## src/rtl/fetch_queue_unit_pkg.sv

```systemverilog
// fetch_queue_unit_pkg
// Shared definitions for the instruction fetch front end: datapath width,
// the HALT opcode, the fetch FSM state type, the queue entry layout and a
// helper that classifies an instruction word as HALT.
// Optional feature macro: FETCH_HALT_STOP_EN (adds the HALTED state).

package fetch_queue_unit_pkg;

  localparam int XLEN = 16;
  localparam logic [4:0] OP_HALT = 5'b00000;

`ifdef FETCH_HALT_STOP_EN
  typedef enum logic [1:0] {
    RUN    = 2'd0,
    WAIT   = 2'd1,
    HALTED = 2'd2
  } fetch_state_e;
`else
  typedef enum logic [1:0] {
    RUN  = 2'd0,
    WAIT = 2'd1
  } fetch_state_e;
`endif

  typedef struct packed {
    logic [XLEN-1:0] instr;
    logic [XLEN-1:0] pc;
  } fq_entry_t;

  // Opcode lives in the top five bits of the instruction word.
  function automatic logic is_halt(input logic [XLEN-1:0] instr);
    return instr[XLEN-1:XLEN-5] == OP_HALT;
  endfunction

endpackage

```

## src/rtl/fetch_queue_unit_fifo.sv

```systemverilog
// fetch_fifo
// Circular buffer of {instr, pc} entries feeding the decoder.
// Ports:
//   clk_i, rst_i    clock, asynchronous active-high reset
//   flush_i         empties the buffer; overrides push/pop this cycle
//   push_i, data_i  enqueue an entry (accepted when not full, or full with pop)
//   pop_i           dequeue the head (ignored when empty)
//   head_o          head entry (meaningful only while count_o != 0)
//   count_o         current occupancy, 0..DEPTH

module fetch_fifo
  import fetch_queue_unit_pkg::*;
#(
  parameter int DEPTH = 4
) (
  input  logic                       clk_i,
  input  logic                       rst_i,
  input  logic                       flush_i,
  input  logic                       push_i,
  input  fq_entry_t                  data_i,
  input  logic                       pop_i,
  output fq_entry_t                  head_o,
  output logic [$clog2(DEPTH):0]     count_o
);

  localparam int AW = $clog2(DEPTH);
  localparam int CW = AW + 1;

  fq_entry_t     mem_q [DEPTH];
  logic [AW-1:0] head_q, tail_q;
  logic [CW-1:0] count_q;
  logic          do_push_s, do_pop_s;

  // A full buffer can still take a push when the head leaves in the same cycle.
  assign do_pop_s  = pop_i & (count_q != {CW{1'b0}});
  assign do_push_s = push_i & ((count_q != CW'(DEPTH)) | do_pop_s);

  // Pointer and occupancy bookkeeping; pointers wrap naturally (power-of-two depth).
  always_ff @(posedge clk_i or posedge rst_i) begin
    if (rst_i) begin
      head_q  <= {AW{1'b0}};
      tail_q  <= {AW{1'b0}};
      count_q <= {CW{1'b0}};
    end else if (flush_i) begin
      head_q  <= {AW{1'b0}};
      tail_q  <= {AW{1'b0}};
      count_q <= {CW{1'b0}};
    end else begin
      if (do_pop_s)  head_q <= head_q + AW'(1);
      if (do_push_s) tail_q <= tail_q + AW'(1);
      count_q <= count_q + CW'(do_push_s) - CW'(do_pop_s);
    end
  end

  // Entry storage; contents are don't-care while the slot is not occupied.
  always_ff @(posedge clk_i) begin
    if (do_push_s && !flush_i) mem_q[tail_q] <= data_i;
  end

  assign head_o  = mem_q[head_q];
  assign count_o = count_q;

endmodule

```

## src/rtl/fetch_queue_unit.sv

```systemverilog
// fetch_queue_unit
// Instruction fetch front end: owns the PC, keeps at most one request to
// instruction memory in flight, buffers returned words in fetch_fifo and
// presents them to decode with a valid/ready handshake. Redirects flush the
// buffer and make any in-flight response stale via a one-bit epoch.
// Optional feature macro: FETCH_HALT_STOP_EN -- when defined, a pushed word
// with opcode OP_HALT stops fetching until the next redirect.
// Ports:
//   clk, rst                     clock, asynchronous active-high reset
//   imem_req/imem_addr           request strobe and word-aligned address
//   imem_valid/imem_data         response strobe and instruction word
//   redirect/redirect_pc         taken control transfer from execute
//   dec_valid/dec_instr/dec_pc   head instruction and its address
//   dec_pc2                      dec_pc + 2 (link value)
//   dec_ready                    decode consumes the head this cycle
//   halted                       fetch stopped on HALT

module fetch_queue_unit
  import fetch_queue_unit_pkg::*;
#(
  parameter int          DEPTH    = 4,
  parameter logic [15:0] RESET_PC = 16'h0000
) (
  input  logic        clk,
  input  logic        rst,
  output logic        imem_req,
  output logic [15:0] imem_addr,
  input  logic        imem_valid,
  input  logic [15:0] imem_data,
  input  logic        redirect,
  input  logic [15:0] redirect_pc,
  output logic        dec_valid,
  output logic [15:0] dec_instr,
  output logic [15:0] dec_pc,
  output logic [15:0] dec_pc2,
  input  logic        dec_ready,
  output logic        halted
);

  localparam int CW = $clog2(DEPTH) + 1;

  fetch_state_e    state_q, state_d;
  logic [XLEN-1:0] pc_q, pc_d;
  logic [XLEN-1:0] out_addr_q, out_addr_d;
  logic            epoch_q, epoch_d;
  logic            out_epoch_q, out_epoch_d;

  logic [CW-1:0]   count_s, count_after_s;
  fq_entry_t       head_s, push_entry_s;
  logic            resp_s, fresh_s, push_s, pop_s, halt_hit_s, issue_s;

  // A response only counts while a request is outstanding; it is fresh when
  // its tag still matches the current epoch.
  assign resp_s        = (state_q == WAIT) & imem_valid;
  assign fresh_s       = resp_s & (out_epoch_q == epoch_q);
  assign push_s        = fresh_s & ~redirect;
  assign pop_s         = dec_valid & dec_ready & ~redirect;
  assign count_after_s = count_s + CW'(push_s) - CW'(pop_s);
  assign push_entry_s  = '{instr: imem_data, pc: out_addr_q};

`ifdef FETCH_HALT_STOP_EN
  assign halt_hit_s = push_s & is_halt(imem_data);
`else
  assign halt_hit_s = 1'b0;
`endif

  // Request issue: from RUN when there is room, or back-to-back with a fresh
  // response when the buffer will still have room after this cycle.
  always_comb begin
    issue_s = 1'b0;
    if (rst || redirect) begin
      issue_s = 1'b0;
    end else if (state_q == RUN) begin
      issue_s = (count_s < CW'(DEPTH));
    end else if (state_q == WAIT) begin
      issue_s = fresh_s & ~halt_hit_s & (count_after_s < CW'(DEPTH));
    end else begin
      issue_s = 1'b0;
    end
  end

  // Next-state logic for the fetch FSM, PC and epoch bookkeeping.
  always_comb begin
    state_d     = state_q;
    pc_d        = pc_q;
    epoch_d     = epoch_q;
    out_epoch_d = out_epoch_q;
    out_addr_d  = out_addr_q;
    if (redirect) begin
      pc_d        = redirect_pc & 16'hFFFE;
      epoch_d     = ~epoch_q;
      // Pin the outstanding tag to the old epoch so it stays stale even if
      // several redirects arrive before the response does.
      out_epoch_d = epoch_q;
      state_d     = ((state_q == WAIT) && !imem_valid) ? WAIT : RUN;
    end else if (issue_s) begin
      pc_d        = pc_q + 16'd2;
      out_addr_d  = pc_q;
      out_epoch_d = epoch_q;
      state_d     = WAIT;
    end else if (resp_s) begin
`ifdef FETCH_HALT_STOP_EN
      state_d = halt_hit_s ? HALTED : RUN;
`else
      state_d = RUN;
`endif
    end else begin
      state_d = state_q;
    end
  end

  // FSM, PC and epoch registers.
  always_ff @(posedge clk or posedge rst) begin
    if (rst) begin
      state_q     <= RUN;
      pc_q        <= RESET_PC;
      out_addr_q  <= 16'h0000;
      epoch_q     <= 1'b0;
      out_epoch_q <= 1'b0;
    end else begin
      state_q     <= state_d;
      pc_q        <= pc_d;
      out_addr_q  <= out_addr_d;
      epoch_q     <= epoch_d;
      out_epoch_q <= out_epoch_d;
    end
  end

  fetch_fifo #(.DEPTH(DEPTH)) u_fifo (
    .clk_i   (clk),
    .rst_i   (rst),
    .flush_i (redirect),
    .push_i  (push_s),
    .data_i  (push_entry_s),
    .pop_i   (pop_s),
    .head_o  (head_s),
    .count_o (count_s)
  );

  assign imem_req  = issue_s;
  assign imem_addr = issue_s ? pc_q : 16'h0000;
  assign dec_valid = (count_s != {CW{1'b0}});
  assign dec_instr = dec_valid ? head_s.instr : 16'h0000;
  assign dec_pc    = dec_valid ? head_s.pc : 16'h0000;
  assign dec_pc2   = dec_valid ? (head_s.pc + 16'd2) : 16'h0000;

`ifdef FETCH_HALT_STOP_EN
  assign halted = (state_q == HALTED);
`else
  assign halted = 1'b0;
`endif

endmodule

```

## config.mk

```make
export PLATFORM = sky130hd
export DESIGN_NAME = fetch_queue_unit
export DESIGN_NICKNAME = d
export VERILOG_FILES = /design/src/rtl/fetch_queue_unit_pkg.sv /design/src/rtl/fetch_queue_unit_fifo.sv /design/src/rtl/fetch_queue_unit.sv
export SDC_FILE = /design/constraint.sdc
export NUM_CORES = 1
export LEC_CHECK = 0
export BUFFER_PORTS_ARGS = -buffer_cell sky130_fd_sc_hd__buf_4
export CAP_MARGIN = 15
export CELL_PAD_IN_SITES_DETAIL_PLACEMENT = 0
export CELL_PAD_IN_SITES_GLOBAL_PLACEMENT = 1
export CORE_ASPECT_RATIO = 0.6
export CORE_MARGIN = 4
export CORE_UTILIZATION = 25
export CTS_CLUSTER_DIAMETER = 40
export DETAILED_ROUTE_END_ITERATION = 8
export PLACE_DENSITY = 0.45
export SETUP_SLACK_MARGIN = 0.2
export SLEW_MARGIN = 10
export SYNTH_ARGS = -nofsm -noshare
export SYNTH_HDL_FRONTEND = slang
export SYNTH_SLANG_ARGS = --single-unit
```

## constraint.sdc

```tcl
create_clock -name clk -period 5.6 [get_ports clk]
set_clock_uncertainty 0.2 [all_clocks]
set_input_delay 0.28 -clock clk [delete_from_list [all_inputs] [get_ports clk]]
set_output_delay 0.28 -clock clk [all_outputs]
set_load 0.01 [all_outputs]
```

After elaboration in Yosys (flattened, before gate mapping)
Memories as Yosys holds them, arrays and structs flattened.
Cells that the tools add are included.
- flip-flop bits (word level): 43
- memory bits (writable): 128
- output and inout bits: 67
- logic and storage cells: 67
- memories kept: 1
- memory list (name ; depth ; width ; rd ports ; clocked after Yosys merged registers in ; write ports ; line ; text):
    u_fifo.mem_q ; 4 ; 32 ; 1 ; 0 ; 1 ; fetch_queue_unit_fifo.sv:29 ; fq_entry_t mem_q [DEPTH];
- $add $sub $neg: 8
- order comparisons: 2
- eq/ne operators: 3
- mux-type cells: 22
- bitwise operators: 11
- reduce and logical (&&, ||, !) cells: 12
- operator list (cell ; count):
    16-bit two-way mux ; 6
    16-bit by 2-bit adder with 16-bit output, second input constant ; 2
    2-bit two-way mux ; 7
    1-bit AND ; 8
    1-bit two-way mux ; 8
    3-bit by 1-bit adder with 3-bit output ; 2
    3-bit < comparator, second input constant ; 2
    2-bit nonzero test ; 3
    3-bit nonzero test ; 2
    3-bit by 1-bit subtractor with 3-bit output ; 2
    2-bit by 1-bit adder with 2-bit output, second input constant ; 2
    3-bit two-way mux ; 1
    3-bit inequality test, second input constant ; 1
    2-bit by 1-bit equality test with 1-bit output, second input constant ; 1
    1-bit logical AND ; 2
    1-bit zero test ; 2
    2-bit zero test ; 1
    1-bit NOT ; 2
    2-bit AND reduction ; 1
    1-bit equality test ; 1
    1-bit logical OR ; 1
    1-bit OR ; 1

Longest topological paths before layout
- depth in word-level cells: 13
- depth in mapped cells: 16
- gate-level depth less buffers: 13

Hierarchy
A second synthesis with hierarchy kept.
- cells, all modules: 512
- area, all modules: 7616.1 um^2
- modules (own cells, without submodules) (module ; instances ; cells each ; area each (um^2)):
    fetch_fifo ; 1 ; 212 ; 5092.4
    fetch_queue_unit ; 1 ; 300 ; 2523.7

Worst setup path after synthesis
OpenSTA, ideal clock, no wires.
- path kind: reg2out
- from: reg u_fifo.count_q[2] (netlist: u_fifo.count_o[2])
- to: out imem_addr[10]
- arrival time: 2.937 ns
- slack: 2.183 ns
- stages on the path, launching flop included: 17
- buffers on the path: 3
- path through: dfrtp_1 nor3_1 inv_1 nand2_1 nor2_1 ha_1 inv_1 ha_1 nor3b_2 nor3_4 o211ai_2 and2b_1 buf_6 nor2_8 buf_8 buf_6 and2_1
- longest elaborated chain between the ends: 10
- elaborated cells on any way between the ends: 12
- classes of those cells: add/sub: 2; order compare: 2; mux: 4; bitwise: 3; reduce/logical: 1
- RTL lines (element ; line ; text):
    start: declaration ; fetch_queue_unit_fifo.sv:31 ; logic [CW-1:0] count_q;
    start signal: assignment ; fetch_queue_unit_fifo.sv:43 ; count_q <= {CW{1'b0}};
    start signal: assignment ; fetch_queue_unit_fifo.sv:47 ; count_q <= {CW{1'b0}};
    start signal: assignment ; fetch_queue_unit_fifo.sv:51 ; count_q <= count_q + CW'(do_push_s) - CW'(do_pop_s);
    branches (longest 7 deep; another with 3-bit by 1-bit adder with 3-bit output) ; - ;
    1-bit two-way mux * ; fetch_queue_unit.sv:73 ; end else if (state_q == RUN) begin
    1-bit two-way mux * ; fetch_queue_unit.sv:71 ; if (rst || redirect) begin
    named net imem_req ; fetch_queue_unit.sv:26 ; output logic imem_req,
    16-bit two-way mux * ; fetch_queue_unit.sv:141 ; assign imem_addr = issue_s ? pc_q : 16'h0000;
    end: declaration ; fetch_queue_unit.sv:27 ; output logic [15:0] imem_addr,
Mark *: on every way through the listed nets, which the timed path passes.

Worst setup path in the final report
- from: reg u_fifo.count_q[2] (netlist: u_fifo.count_o[2])
- to: out imem_addr[12]
- longest elaborated chain between the ends: 10
- elaborated cells on any way between the ends: 12
- classes of those cells: add/sub: 2; order compare: 2; mux: 4; bitwise: 3; reduce/logical: 1
- RTL lines (element ; line):
    branches (longest 7 deep; another with 3-bit by 1-bit adder with 3-bit output) ; -
    1-bit two-way mux * ; fetch_queue_unit.sv:73
    1-bit two-way mux * ; fetch_queue_unit.sv:71
    16-bit two-way mux * ; fetch_queue_unit.sv:141
Mark *: on every way between the ends.

==> reports/metrics.yaml <==
synthesis:
  syn_area_sq_um: 7340
  syn_inst: 460
  ys_ff_latch: 164
  seq_area_frac_synth_pct: 64.4
  postSynthAreaPerCell_sq_um: 15.9
  synth_edf_count: 124
  synthFlopType: "edfxtp_1"
  ys.warnings.count: 0
  synth.distinct_cells: 48
  async_flop_share_pct: 24.4
detailed_routing:
  vias_per_cell: 4.30
  drt_wl_total_microns: 17300
  vias: 4236
  drt-initial-drc-count: 208
  ant_nets: 0
  wl_per_cell_microns: 17.5
  drcViolationCount: 0
  dr.pass1.iters: 4
layout:
  final_nets: 644
  seq_area_sq_um: 4730
  area_growth_pct: 28.6
  n_antenna_cell: 0
  multi_input_area_sq_um: 2430
  instances_no_fill: 984
  drive_above_1_share_pct: 34.3
  nFillCells: 2833
  final_util_pct: 32.7
floorplanning:
  dieArea_sq_um: 32200
  num_io_pins: 104
  die_h_microns: 141
  fp-row-count: 48
  start_util_pct: 25.4
  fp.coreArea_sq_um: 28800
  fp.dieW_microns: 229
sta:
  timing.final.crit_period_ns: 4.15
  setup_viol: 0
  fmax_mhz: 241
  fin_crit_sh_pct: 74.2
  hold_slack_ns: 0.0611
  max_slew_margin_pct: 34.3
  rsz0062_at_grt: "no"
  finalMaxSlewViolations: 0
  hold_viol_final: 0
  fin_ws_ns: 1.45
  final.setup.tns_ns: 0
  tightestPinTransition_ns: 0.985
power:
  ir_worst_vdd_mv: 0.219
  p_per_area_nw_per_um2: 446
  p_leak_nw: 3.46
worst_setup_path:
  crit_type: "reg -> out"
  worstPathRequired_ns: 5.12
  endpoint_kind: "output port"
  cp_max_fo: 29
  startpoint_type: "flip-flop"
  critical_path_arrival_ns: 3.67
global_route:
  grt_overflow: 0
  antenna_found_initial: 0
  grt_util_all_layers_pct: 11.1
  grt_pass1_vias: 4595
  grt_pass1_wl_microns: 27300
  grt_max_degree: 41
placed_design:
  io_buffers: 98
  dp_slack_ns: 1.77
  dp_hpwl_microns: 11500
  dp_cells: 918
  place_congestion: 0.748
clocking:
  post_cts_buffers: 0
  clockRootBuffer: "clkbuf_16"
  cts_buffer_depth: 2
  clock-sinks: 164
  ctsResizeCount: 0
  cts-buffers-inserted: 17
  cts_tree: "yes"
  clk_pin_slew_ns: 0.07
  clkLatencyLatePin_ns: 0.42
  htree_levels: 4
run_status:
  outcome: "completed"
hold_path:
  worstHoldPathType: "in -> reg"
job:
  maxCapViolations: 0
## critical path, cell delays in order (launching register included)
cell,delay [ns]
dfrtp_1,0.43
nor3_2,0.20
buf_4,0.26
inv_1,0.08
nand2_1,0.12
nor2_1,0.05
ha_1,0.20
inv_1,0.05
ha_1,0.22
nor3b_2,0.18
nor3_4,0.21
o211ai_2,0.09
and2b_1,0.32
nor2_8,0.49
and2_1,0.22
buf_4,0.12
## cell usage in the layout (no fill, tap or decap), types with 3 or more instances in the layout
cell type      count
dfrtp_1           39
xor2_1            21
mux2_2            11
mux4_2            30
nor2_1            22
edfxtp_1         124
clkbuf_16         17
nor2b_1            4
xnor2_1           10
dlygate4sd3_1     33
nand2_1           22
a21oi_1            5
inv_6              4
nor3_1             3
o21ai_0            6
ha_1              10
buf_4            104
mux2_4            15
o21ai_1            3
and2_1            45
nand3_1           12
inv_1             11
nand4_1            4
conb_1             4
a211oi_1           6
and2_2             4
bufinv_16          4
## Yosys cell counts (all sizes together) (2+ instances only)
master  count  share of area, %
edfxtp    124                51
and2       49               4.2
dfrtp      40                14
mux4       30               9.2
mux2       27               4.9
nor2       23               1.4
nand2      22               1.1
xor2       21               2.5
buf        15               1.7
inv        12              0.61
nand3      12              0.82
xnor2      11               1.4
ha         10               1.7
clkbuf      9              0.48
o21ai       9              0.61
a211oi      6              0.61
a21oi       6              0.46
nor3        5              0.49
nand4       4              0.34
nor2b       4              0.34
a21boi      2              0.20
and3        2              0.17
nor3b       2              0.34
o211ai      2              0.34
## routing by layer
metal | share of wire (%) | global-route usage, % | vias to the layer above
met1 | 46 | 14.8 | 2190
met3 | 4.1 | 3.05 | 11
met2 | 49 | 18.1 | 68
met5 | 0 | 0 | -
li1 | - | - | 1967
met4 | 0.69 | 2.85 | 0
## per-stage QoR
step | total power (W) | area (sq um)
after global placement | 0.00301 | 8450
after CTS | 0.00430 | 9410
after global routing | 0.00448 | 9440
final | 0.00421 | 9440
after floorplan | 0.00244 | 7350
after detailed placement | 0.00303 | 8450
## flip-flops by register name, summed over array words and instances, names as in the netlist
register / flops
out_addr_q: 15
u_fifo.head_q: 2
u_fifo.count_o: 3
state_q: 1
epoch_q: 1
u_fifo.mem_q: 124
u_fifo.tail_q: 2
out_epoch_q: 1
pc_q: 15
## repair_timing
item | in CTS | in global routing
hold buffers | 33 | 0
endpoints found under the hold margin | 100 | 0
setup endpoints to repair | 0 | 0
## where the power goes
part	total, W	switching (W)	internal, W
Clock	0.00124	0.000488	0.000750
Sequential	0.00166	0.000162	0.00149
Combinational	0.00132	0.000643	0.000675
Total	0.00421	0.00129	0.00292
## layout make-up
cell class | instances | area share [%]
well taps | 375 | 4.97
repair buffers | 138 | 12.1
flip-flops and latches | 164 | 50.1
clock inverters | 15 | 2.13
multi-input cells | 263 | 25.8
clock buffers | 17 | 4.51
inverters | 12 | 0.477
## worst paths after layout
path	startpoint	to	slack (ns)	cells after the start
max	u_fifo.count_o[2]	imem_addr[12]	1.45	15
min	dec_ready	u_fifo.head_q[1]	0.06	4
max reg2reg	u_fifo.count_o[2]	out_addr_q[7]	2.02	14
min reg2reg	epoch_q	epoch_q	0.30	1
max in group asynchronous	rst	u_fifo.head_q[0]	4.26	5
min in group asynchronous	rst	out_addr_q[4]	0.20	3
## cells by family after synthesis
group | after synthesis | synth area share [%]
DFF | 164 | 64.4
and+or+nand+nor | 129 | 9.88
muxes | 58 | 14.3
buffers and inverters | 36 | 2.76
xor gates and xnor gates | 32 | 3.92
AOI/OAI and AO/OA | 29 | 2.75
adders and majority gates | 11 | 1.98
other | 1 | 0.0511
(Power assumes the default switching activity.)
